### config.mk
export PLATFORM = sky130hd
export DESIGN_NAME = rle_decompress_scheduler
export DESIGN_NICKNAME = d
export VERILOG_FILES = /design/src/rtl/rle_decompress_pkg.sv /design/src/rtl/rle_bit_packer.sv /design/src/rtl/rle_decompress_scheduler.sv
export SDC_FILE = /design/constraint.sdc
export NUM_CORES = 1
export LEC_CHECK = 0
export ABC_AREA = 1
export BUFFER_PORTS_ARGS = -buffer_cell sky130_fd_sc_hd__buf_2
export CORE_MARGIN = 1.5
export CORE_UTILIZATION = 57
export CTS_BUF_LIST = sky130_fd_sc_hd__clkbuf_8
export CTS_CLUSTER_DIAMETER = 150
export DETAILED_ROUTE_END_ITERATION = 8
export GPL_ROUTABILITY_DRIVEN = 0
export HOLD_SLACK_MARGIN = 0.15
export PLACE_DENSITY_LB_ADDON = 0.2
export SLEW_MARGIN = 20
export SYNTH_ARGS = -nofsm -noshare
export SYNTH_HDL_FRONTEND = slang
export SYNTH_SLANG_ARGS = --single-unit
### constraint.sdc
create_clock -name clk -period 2.8 [get_ports clk]
set_clock_uncertainty 0.15 [all_clocks]
set_input_delay 0.14 -clock clk [delete_from_list [all_inputs] [get_ports clk]]
set_output_delay 0.14 -clock clk [all_outputs]
set_load 0.05 [all_outputs]
### src/rtl/rle_decompress_pkg.sv
// Shared types and constants for the run-length decompression scheduler.
package rle_decompress_pkg;

  localparam int BYTE_W = 8;
  localparam int RUN_W  = 8;
  localparam logic [2:0] MSB_BIT = 3'd7;

  typedef enum logic [2:0] {
    IDLE   = 3'd0,
    FETCH1 = 3'd1,
    FETCH2 = 3'd2,
    EXPAND = 3'd3,
    WRITE  = 3'd4,
    NEXT   = 3'd5,
    FLUSH  = 3'd6,
    DONE   = 3'd7
  } state_t;

endpackage

### src/rtl/rle_bit_packer.sv
// MSB-first bit accumulator: one bit per push, bit_idx counts 7 down to 0 and wraps.
module rle_bit_packer import rle_decompress_pkg::*; (
  input  logic              clk,
  input  logic              rst_n,
  input  logic              clear,
  input  logic              clear_acc,
  input  logic              push,
  input  logic              bit_val,
  output logic [BYTE_W-1:0] acc,
  output logic [2:0]        bit_idx,
  output logic              full
);

  // clear restarts a job; clear_acc only empties the byte, keeping the bit position
  always_ff @(posedge clk) begin
    if (!rst_n) begin
      acc     <= '0;
      bit_idx <= MSB_BIT;
    end else if (clear) begin
      acc     <= '0;
      bit_idx <= MSB_BIT;
    end else if (clear_acc) begin
      acc     <= '0;
    end else if (push) begin
      acc[bit_idx] <= bit_val;
      bit_idx      <= bit_idx - 3'd1;
    end
  end

  // the next push lands in bit 0 and completes the byte
  assign full = (bit_idx == 3'd0);

endmodule

### src/rtl/rle_decompress_scheduler.sv
// Fetches (in1,in2) code pairs over a single handshaked RAM port, expands them
// into bit runs and writes the packed bytes back through the same port.
module rle_decompress_scheduler import rle_decompress_pkg::*; #(
  parameter int ADDR_W = 16,
  parameter int LEN_W  = 16
) (
  input  logic              clk,
  input  logic              rst_n,
  input  logic              start,
  input  logic [ADDR_W-1:0] src_base,
  input  logic [LEN_W-1:0]  src_pairs,
  input  logic [ADDR_W-1:0] dst_base,
  output logic              busy,
  output logic              done,
  output logic [31:0]       out_byte_idx,
  output logic [2:0]        out_bit_idx,
  output logic              mem_req,
  output logic              mem_we,
  output logic [ADDR_W-1:0] mem_addr,
  output logic [7:0]        mem_wdata,
  input  logic              mem_ack,
  input  logic [7:0]        mem_rdata
);

  state_t             state, state_nx;
  logic [ADDR_W-1:0]  src_base_r, dst_base_r;
  logic [LEN_W-1:0]   pairs_r, pair_idx_r;
  logic               value_r;
  logic [RUN_W-1:0]   run_r;
  logic [31:0]        byte_idx_r;
  logic               busy_r, done_r;
  logic               pk_clear, pk_clear_acc, pk_push, pk_full;
  logic [BYTE_W-1:0]  pk_acc;
  logic [2:0]         pk_bit_idx;
  logic [ADDR_W-1:0]  pair_addr;

  rle_bit_packer u_packer (
    .clk       (clk),
    .rst_n     (rst_n),
    .clear     (pk_clear),
    .clear_acc (pk_clear_acc),
    .push      (pk_push),
    .bit_val   (value_r),
    .acc       (pk_acc),
    .bit_idx   (pk_bit_idx),
    .full      (pk_full)
  );

  // next-state and packer strobes
  always_comb begin
    state_nx     = state;
    pk_clear     = 1'b0;
    pk_clear_acc = 1'b0;
    pk_push      = 1'b0;
    case (state)
      IDLE: begin
        if (start) begin
          pk_clear = 1'b1;
          state_nx = (src_pairs == '0) ? DONE : FETCH1;
        end else begin
          state_nx = IDLE;
        end
      end
      FETCH1: if (mem_ack) state_nx = FETCH2; else state_nx = FETCH1;
      FETCH2: begin
        if (mem_ack) state_nx = (mem_rdata == 8'd0) ? NEXT : EXPAND;
        else         state_nx = FETCH2;
      end
      EXPAND: begin
        pk_push = 1'b1;
        // a completed byte is written first even if the run ends on bit 0
        if (pk_full)                  state_nx = WRITE;
        else if (run_r == RUN_W'(1))  state_nx = NEXT;
        else                          state_nx = EXPAND;
      end
      WRITE: begin
        if (mem_ack) begin
          pk_clear_acc = 1'b1;
          state_nx     = (run_r != '0) ? EXPAND : NEXT;
        end else begin
          state_nx = WRITE;
        end
      end
      NEXT: begin
        if (pair_idx_r + LEN_W'(1) == pairs_r) state_nx = (pk_bit_idx != MSB_BIT) ? FLUSH : DONE;
        else                                   state_nx = FETCH1;
      end
      FLUSH:   if (mem_ack) state_nx = DONE; else state_nx = FLUSH;
      DONE:    state_nx = IDLE;
      default: state_nx = IDLE;
    endcase
  end

  assign pair_addr = src_base_r + (ADDR_W'(pair_idx_r) << 1);

  // RAM port is a pure decode of the state register, so it is stable while a request waits
  always_comb begin
    mem_req   = 1'b0;
    mem_we    = 1'b0;
    mem_addr  = '0;
    mem_wdata = 8'd0;
    case (state)
      FETCH1: begin
        mem_req  = 1'b1;
        mem_addr = pair_addr;
      end
      FETCH2: begin
        mem_req  = 1'b1;
        mem_addr = pair_addr + ADDR_W'(1);
      end
      WRITE, FLUSH: begin
        mem_req   = 1'b1;
        mem_we    = 1'b1;
        mem_addr  = dst_base_r + ADDR_W'(byte_idx_r);
        mem_wdata = pk_acc;
      end
      default: begin
        mem_req = 1'b0;
      end
    endcase
  end

  // job registers, counters and status flags
  always_ff @(posedge clk) begin
    if (!rst_n) begin
      state      <= IDLE;
      src_base_r <= '0;
      dst_base_r <= '0;
      pairs_r    <= '0;
      pair_idx_r <= '0;
      value_r    <= 1'b0;
      run_r      <= '0;
      byte_idx_r <= 32'd0;
      busy_r     <= 1'b0;
      done_r     <= 1'b0;
    end else begin
      state  <= state_nx;
      done_r <= (state == DONE);
      if (state == IDLE && start) busy_r <= 1'b1;
      else if (state == DONE)     busy_r <= 1'b0;
      case (state)
        IDLE: begin
          if (start) begin
            src_base_r <= src_base;
            dst_base_r <= dst_base;
            pairs_r    <= src_pairs;
            pair_idx_r <= '0;
            byte_idx_r <= 32'd0;
          end
        end
        FETCH1:       if (mem_ack) value_r <= mem_rdata[7];
        FETCH2:       if (mem_ack) run_r <= mem_rdata;
        EXPAND:       run_r <= run_r - RUN_W'(1);
        WRITE, FLUSH: if (mem_ack) byte_idx_r <= byte_idx_r + 32'd1;
        NEXT:         pair_idx_r <= pair_idx_r + LEN_W'(1);
        default:      run_r <= run_r;
      endcase
    end
  end

  assign busy         = busy_r;
  assign done         = done_r;
  assign out_byte_idx = byte_idx_r;
  assign out_bit_idx  = pk_bit_idx;

endmodule

=== Word level (Yosys, flattened, before mapping) ===
Index checks and enable logic that the tools add are counted.

* Add/subtract/negate cells: 7
* Multipliers: 0
* Div/mod/pow operators: 0
* Magnitude comparators: 2
* Equal/unequal tests: 13
* Shift-type cells: 0
* Multiplexer cells: 34
* Bitwise operators: 2
* Reduce and logical (&&, ||, !) cells: 21

{| class="wikitable"
|+ Operator list
! cell !! number
|-
| $mux 32 || 2
|-
| $pmux 32 s2 || 1
|-
| $pmux 16 s3 || 1
|-
| $add 16x1->16 const B || 2
|-
| $add 16x16->16 || 2
|-
| $add 32x1->32 const B || 1
|-
| $pmux 16 s2 || 1
|-
| $mux 3 || 9
|-
| $pmux 3 s8 || 1
|-
| $eq 16x16->1 || 1
|-
| $logic_not 16->1 || 1
|-
| $mux 16 || 1
|-
| $mux 8 || 2
|-
| $pmux 8 s2 || 1
|-
| $eq 3x3->1 const B || 4
|-
| $mux 1 || 12
|-
| $reduce_and 2->1 || 5
|-
| $bwmux 8 || 1
|-
| $eq 8x1->1 const B || 1
|-
| $logic_not 8->1 || 1
|-
| $reduce_bool 2->1 || 4
|-
| $reduce_bool 8->1 || 1
|-
| $sub 8x1->8 const B || 1
|-
| $eq 3x2->1 const B || 2
|-
| other kinds (15) || 21
|}

* Register bits: 121
* Bits in latches: 0
* Bits in writable memories: 0
* Bits in read-only memories: 0
* Output and inout bits: 63
* Memories: 0

=== Logic depth before layout (Yosys ltp) ===
* Depth in word-level cells: 5
* Depth in mapped cells: 17
* Depth with buffers taken out: 17

=== Hierarchy ===
A second synthesis with hierarchy kept.

* Cells, all modules: 1306
* Area, all modules: 8219.1 um2

{| class="wikitable"
|+ By module, submodules not included
! module !! times used !! cells an instance !! area an instance (um2)
|-
| rle_decompress_scheduler || 1 || 1235 || 7701.1
|-
| rle_bit_packer || 1 || 71 || 518.0
|}

=== Worst setup path after synthesis ===
Ideal clock, no wire load.

* Path type: register to output
* Start point: register byte_idx_r[0], in the netlist out_byte_idx[0]
* End point: output mem_addr[6]
* Arrival time: 2.682 ns
* Required time: 2.510 ns
* Path slack: -0.172 ns
* Stages on the path, launching flop included: 12
* Cells stage by stage: dfxtp_1 > ha_1 > inv_1 > fa_1 > inv_1 > nand3_1 > nand2_1 > nand2_1 > nand2_1 > a21oi_1 > xor2_1 > o211ai_1

* Cells in the longest elaborated chain, start to end: 2

{| class="wikitable"
|+ Ends and longest elaborated chain
! what !! line !! RTL
|-
| start: declaration || rle_decompress_scheduler.sv:30 || <nowiki>logic [31:0] byte_idx_r;</nowiki>
|-
| start signal: assignment || rle_decompress_scheduler.sv:154 || <nowiki>WRITE, FLUSH: if (mem_ack) byte_idx_r <= byte_idx_r + 32'd1;</nowiki>
|-
| $add 16x16->16 || rle_decompress_scheduler.sv:114 || <nowiki>mem_addr = dst_base_r + ADDR_W'(byte_idx_r);</nowiki>
|-
| $pmux 16 s3 || rle_decompress_scheduler.sv:102 || <nowiki>case (state)</nowiki>
|-
| end: declaration || rle_decompress_scheduler.sv:19 || <nowiki>output logic [ADDR_W-1:0] mem_addr,</nowiki>
|}

No other way between the ends.

=== Final worst setup path ===
* Start point: register pair_idx_r[1]
* End point: output mem_addr[8]

* Cells in the longest elaborated chain, start to end: 3

{| class="wikitable"
|+ Ends and longest elaborated chain
! what !! line !! RTL
|-
| start: declaration || rle_decompress_scheduler.sv:27 || <nowiki>logic [LEN_W-1:0] pairs_r, pair_idx_r;</nowiki>
|-
| start signal: assignment || rle_decompress_scheduler.sv:155 || <nowiki>NEXT: pair_idx_r <= pair_idx_r + LEN_W'(1);</nowiki>
|-
| $add 16x16->16 * || rle_decompress_scheduler.sv:94 || <nowiki>assign pair_addr = src_base_r + (ADDR_W'(pair_idx_r) << 1);</nowiki>
|-
| $add 16x1->16 || rle_decompress_scheduler.sv:109 || <nowiki>mem_addr = pair_addr + ADDR_W'(1);</nowiki>
|-
| $pmux 16 s3 * || rle_decompress_scheduler.sv:102 ||
|}

Mark *: on every way between the ends. The rest lies on a longest branch, timed or not.

==> results.md <==
- Seq/Total Area, Yosys: 30.0%
- Die Area: 14900 um^2
- Highest Signal Layer: met4
- Cell area reported after detailed placement: 9050 um^2
- Cell Rows: 43
- Initial DRT Pass Iterations: 9
- Detailed Route WL: 25600 um
- Count of clock tree sinks: 121
- Cell area after synthesis: 8080 um^2
- Wire length on met1: 10300 um
- Post-route cell area: 10900 um^2
- Net Sw Power: 0.00135 W
- Power share of the sequential group: 41.0%
- Tightest Pin Transition: 656 ps
- Fraction of final layout cells with drive strength greater than 1: 20.6%
- Routed WL per cell: 15.1 um
- Yosys cell types: 50
- Average via count per standard cell: 5.63
- Clock network latency to the later pin of the worst-skew pair: 450 ps
- Element type at the critical path start: flop
- Number of buffers on the longest clock path: 2
- Post-synthesis instance total: 1273
- Initial standard-cell utilization of the core: 58.2%
- H-tree levels: 4
- Internal portion of total power: 0.00319 W
- Reg clk slew, reported paths: 70 ps
- Max Fanout on Critical Path: 6
- Arrival time at the worst endpoint: 2790 ps
- Layout Area Growth over Synthesis: 34.5%
- Ports placed on the boundary: 123
- DIE WIDTH: 122 um
- First-pass GRT wire length: 38700 um
- Power share of the combinational group: 19.9%
- Met3 wire length: 2100 um
- Worst min-delay path category: reg2reg
- Clock Tree Root: sky130_fd_sc_hd__clkbuf_8
- Synth Warn #: 0
- HPWL reported at the end of detailed placement: 16800 um
- Number of register bits inferred by synthesis: 121
- Number of enable flip-flop cells after synthesis: 0
- Final worst path period share: 110%
- Async set or reset register ratio after synthesis: 0%
- Filler Cells Inserted: 971
- Number of max-cap violations: 0
- Final net count: 1607
- Capturing element type of the critical path: output port
- Vias in the first global route: 8395
- Antenna cell count: 0
- Post-layout utilization of the core: 78.3%
- Sum of internal, switching and leakage power: 0.00454 W
- Net count after synthesis: 1373
- Pin count of the biggest net entering global routing: 69
- Max Clock Freq: 0.325 GHz
- Relative slew slack: 55.9%
- Area of all sequential standard cells: 2440 um^2
- Final number of setup-violating endpoints: 11
- Peak VDD IR: 0.364 mV
- Result of the run: finished with violations
- Min setup slack post-route: -277 ps
- DRC viols: 0
- Initial detailed-routing violation count: 833
- Number of cells in the finished layout apart from fillers: 1698
- Count of endpoints failing hold in the final timing report: 0
- Leakage Power: 4.75 nW
- IO Port Bufs: 122
- Hold WS: 317 ps
- CTS tree: built
- Met2 Routed Length: 12300 um
- Worst Path Class, Setup: reg2out
- RSZ-0062 raised after global routing: true
- Final antenna-violating net count: 0
- Top flip-flop cell by instance count after synthesis: sky130_fd_sc_hd__dfxtp_1
- Pwr dens: 418 nW/um^2
- Routed vias: 9560
- Required arrival time at the worst endpoint: 2510 ps
- Initial antenna violation count: 0
- Number of CTS-inserted buffers: 17
- Area of combinational cells with multiple inputs: 5290 um^2
- Fin. max-slew vios: 0
- Switching Fraction: 29.7%
- Mean cell area of the mapped netlist: 6.35 um^2
- Post-layout min period: 3080 ps
- Placed Instances: 1575
- Sum of overflow across all layers after global routing: 0
- Clock share of power: 39.1%
- Chip height: 122 um
- Floorplan core area: 13900 um^2
- Total Routing Usage GR: 32.7%
- Violated checks: negative setup slack
-- power by group through the flow --
| stage | registers, W | logic [W] | clock network, W |
|---|---|---|---|
| floorplan | 0.00189 | 0.000496 | 0 |
| finish | 0.00186 | 0.000905 | 0.00177 |
| global placement | 0.00189 | 0.000693 | 0 |
| global route | 0.00187 | 0.000982 | 0.00186 |
| CTS | 0.00186 | 0.000832 | 0.00178 |
| detailed placement | 0.00190 | 0.000704 | 0 |
-- synth_stat cells (4+ instances only) --
library cell / n / area [um^2]
sky130_fd_sc_hd__xnor2_1: 4 / 35.0
sky130_fd_sc_hd__nand2_1: 337 / 1260
sky130_fd_sc_hd__inv_1: 160 / 601
sky130_fd_sc_hd__o21a_1: 4 / 30.0
sky130_fd_sc_hd__ha_1: 38 / 475
sky130_fd_sc_hd__nor3b_1: 4 / 30.0
sky130_fd_sc_hd__a211oi_1: 5 / 37.5
sky130_fd_sc_hd__o211ai_1: 12 / 90.1
sky130_fd_sc_hd__clkbuf_1: 28 / 105
sky130_fd_sc_hd__o21bai_1: 6 / 45.0
sky130_fd_sc_hd__a21oi_1: 133 / 666
sky130_fd_sc_hd__o21ai_1: 7 / 35.0
sky130_fd_sc_hd__inv_2: 6 / 22.5
sky130_fd_sc_hd__or2_2: 7 / 43.8
sky130_fd_sc_hd__nand3_1: 119 / 596
sky130_fd_sc_hd__nor4_1: 6 / 37.5
sky130_fd_sc_hd__clkinv_1: 4 / 15.0
sky130_fd_sc_hd__nor2_1: 111 / 417
sky130_fd_sc_hd__o21ai_0: 54 / 270
sky130_fd_sc_hd__dfxtp_1: 121 / 2420
sky130_fd_sc_hd__xor2_1: 14 / 123
sky130_fd_sc_hd__nand4_1: 26 / 163
sky130_fd_sc_hd__nand2_2: 4 / 25.0
sky130_fd_sc_hd__a31oi_1: 4 / 25.0
sky130_fd_sc_hd__nor3_1: 20 / 100
sky130_fd_sc_hd__nand3_2: 4 / 40.0
-- worst paths after layout --
kind                 start           to  slack [ps]  cells past startpoint
min             pairs_r[9]   pairs_r[9]         320                      2
min reg2reg     pairs_r[9]   pairs_r[9]         320                      2
max reg2reg       state[1]     run_r[3]         130                     10
max          pair_idx_r[1]  mem_addr[8]        -280                     16
-- logic make-up (layout without fill, tap and decap cells) --
logic type               after synthesis  after routing  share of synthesized area (%)
AND/OR/NAND/NOR                      655            655                           35.7
buffers and inverters                200            445                           9.32
adder cells (fa/ha/maj)               40             40                           6.38
XOR/XNOR                              20             20                           2.51
flip-flops                           121            121                           30.0
AO/OA/AOI/OAI                        237            237                           16.1
-- sequential cells by signal, summed over array words and instances (netlist names) --
signal,cells
out_byte_idx,32
dst_base_r,16
pair_idx_r,16
pairs_r,16
src_base_r,16
run_r,8
u_packer.acc,8
state,3
u_packer.bit_idx,3
busy,1
done,1
value_r,1
-- area by class of cell --
| class | count | area share [%] |
|---|---|---|
| tap | 180 | 2.07 |
| clock buffer | 20 | 2.53 |
| multi-input combinational | 952 | 48.7 |
| timing repair buffer | 245 | 16.8 |
| inverter | 170 | 5.97 |
| clock inverter | 10 | 1.54 |
| sequential | 121 | 22.4 |
-- worst max-delay path, cell delays in order, from the launching register on --
cell	delay [ps]
sky130_fd_sc_hd__dfxtp_2	340
sky130_fd_sc_hd__buf_4	150
sky130_fd_sc_hd__ha_4	270
sky130_fd_sc_hd__nand3_2	100
sky130_fd_sc_hd__nand2_2	120
sky130_fd_sc_hd__nand2_1	70
sky130_fd_sc_hd__nand2_1	100
sky130_fd_sc_hd__nand2_1	90
sky130_fd_sc_hd__nand2_2	170
sky130_fd_sc_hd__nand2_2	110
sky130_fd_sc_hd__nor2_4	140
sky130_fd_sc_hd__buf_6	110
sky130_fd_sc_hd__nand2_2	40
sky130_fd_sc_hd__nand2_1	60
sky130_fd_sc_hd__nand3_1	70
sky130_fd_sc_hd__o211ai_1	150
sky130_fd_sc_hd__buf_4	260
-- placed cells by master (no fill, tap or decap), types with 26 or more instances in the layout --
cell	instances
sky130_fd_sc_hd__a21oi_1	128
sky130_fd_sc_hd__buf_2	110
sky130_fd_sc_hd__buf_4	45
sky130_fd_sc_hd__dfxtp_1	114
sky130_fd_sc_hd__dlygate4sd3_1	78
sky130_fd_sc_hd__ha_1	29
sky130_fd_sc_hd__inv_1	155
sky130_fd_sc_hd__nand2_1	318
sky130_fd_sc_hd__nand3_1	103
sky130_fd_sc_hd__nand4_1	26
sky130_fd_sc_hd__nor2_1	101
sky130_fd_sc_hd__o21ai_0	47
-- routing by layer --
layer  track usage (%)  vias up
met5                 0        -
met3              6.55      100
met4              14.3        0
li1                  -     4670
met2              54.1      471
met1              41.4     4319
-- what timing repair did --
item                                   4_1_cts  5_1_grt
hold buffers                                78        0
buffers inserted                             7        8
setup endpoints to repair                   12       34
endpoints found under the hold margin       72        0
pin swaps                                   21       22
gates resized for setup                     58       69
-- stage by stage --
step	setup TNS, ps	worst slack (ps)
floorplan	0	5.93
global placement	0	68.2
detailed placement	0	16.3
CTS	-1610	-211
global route	-3390	-406
finish	-1820	-277
Note: power is estimated with default switching activity, not from simulation.
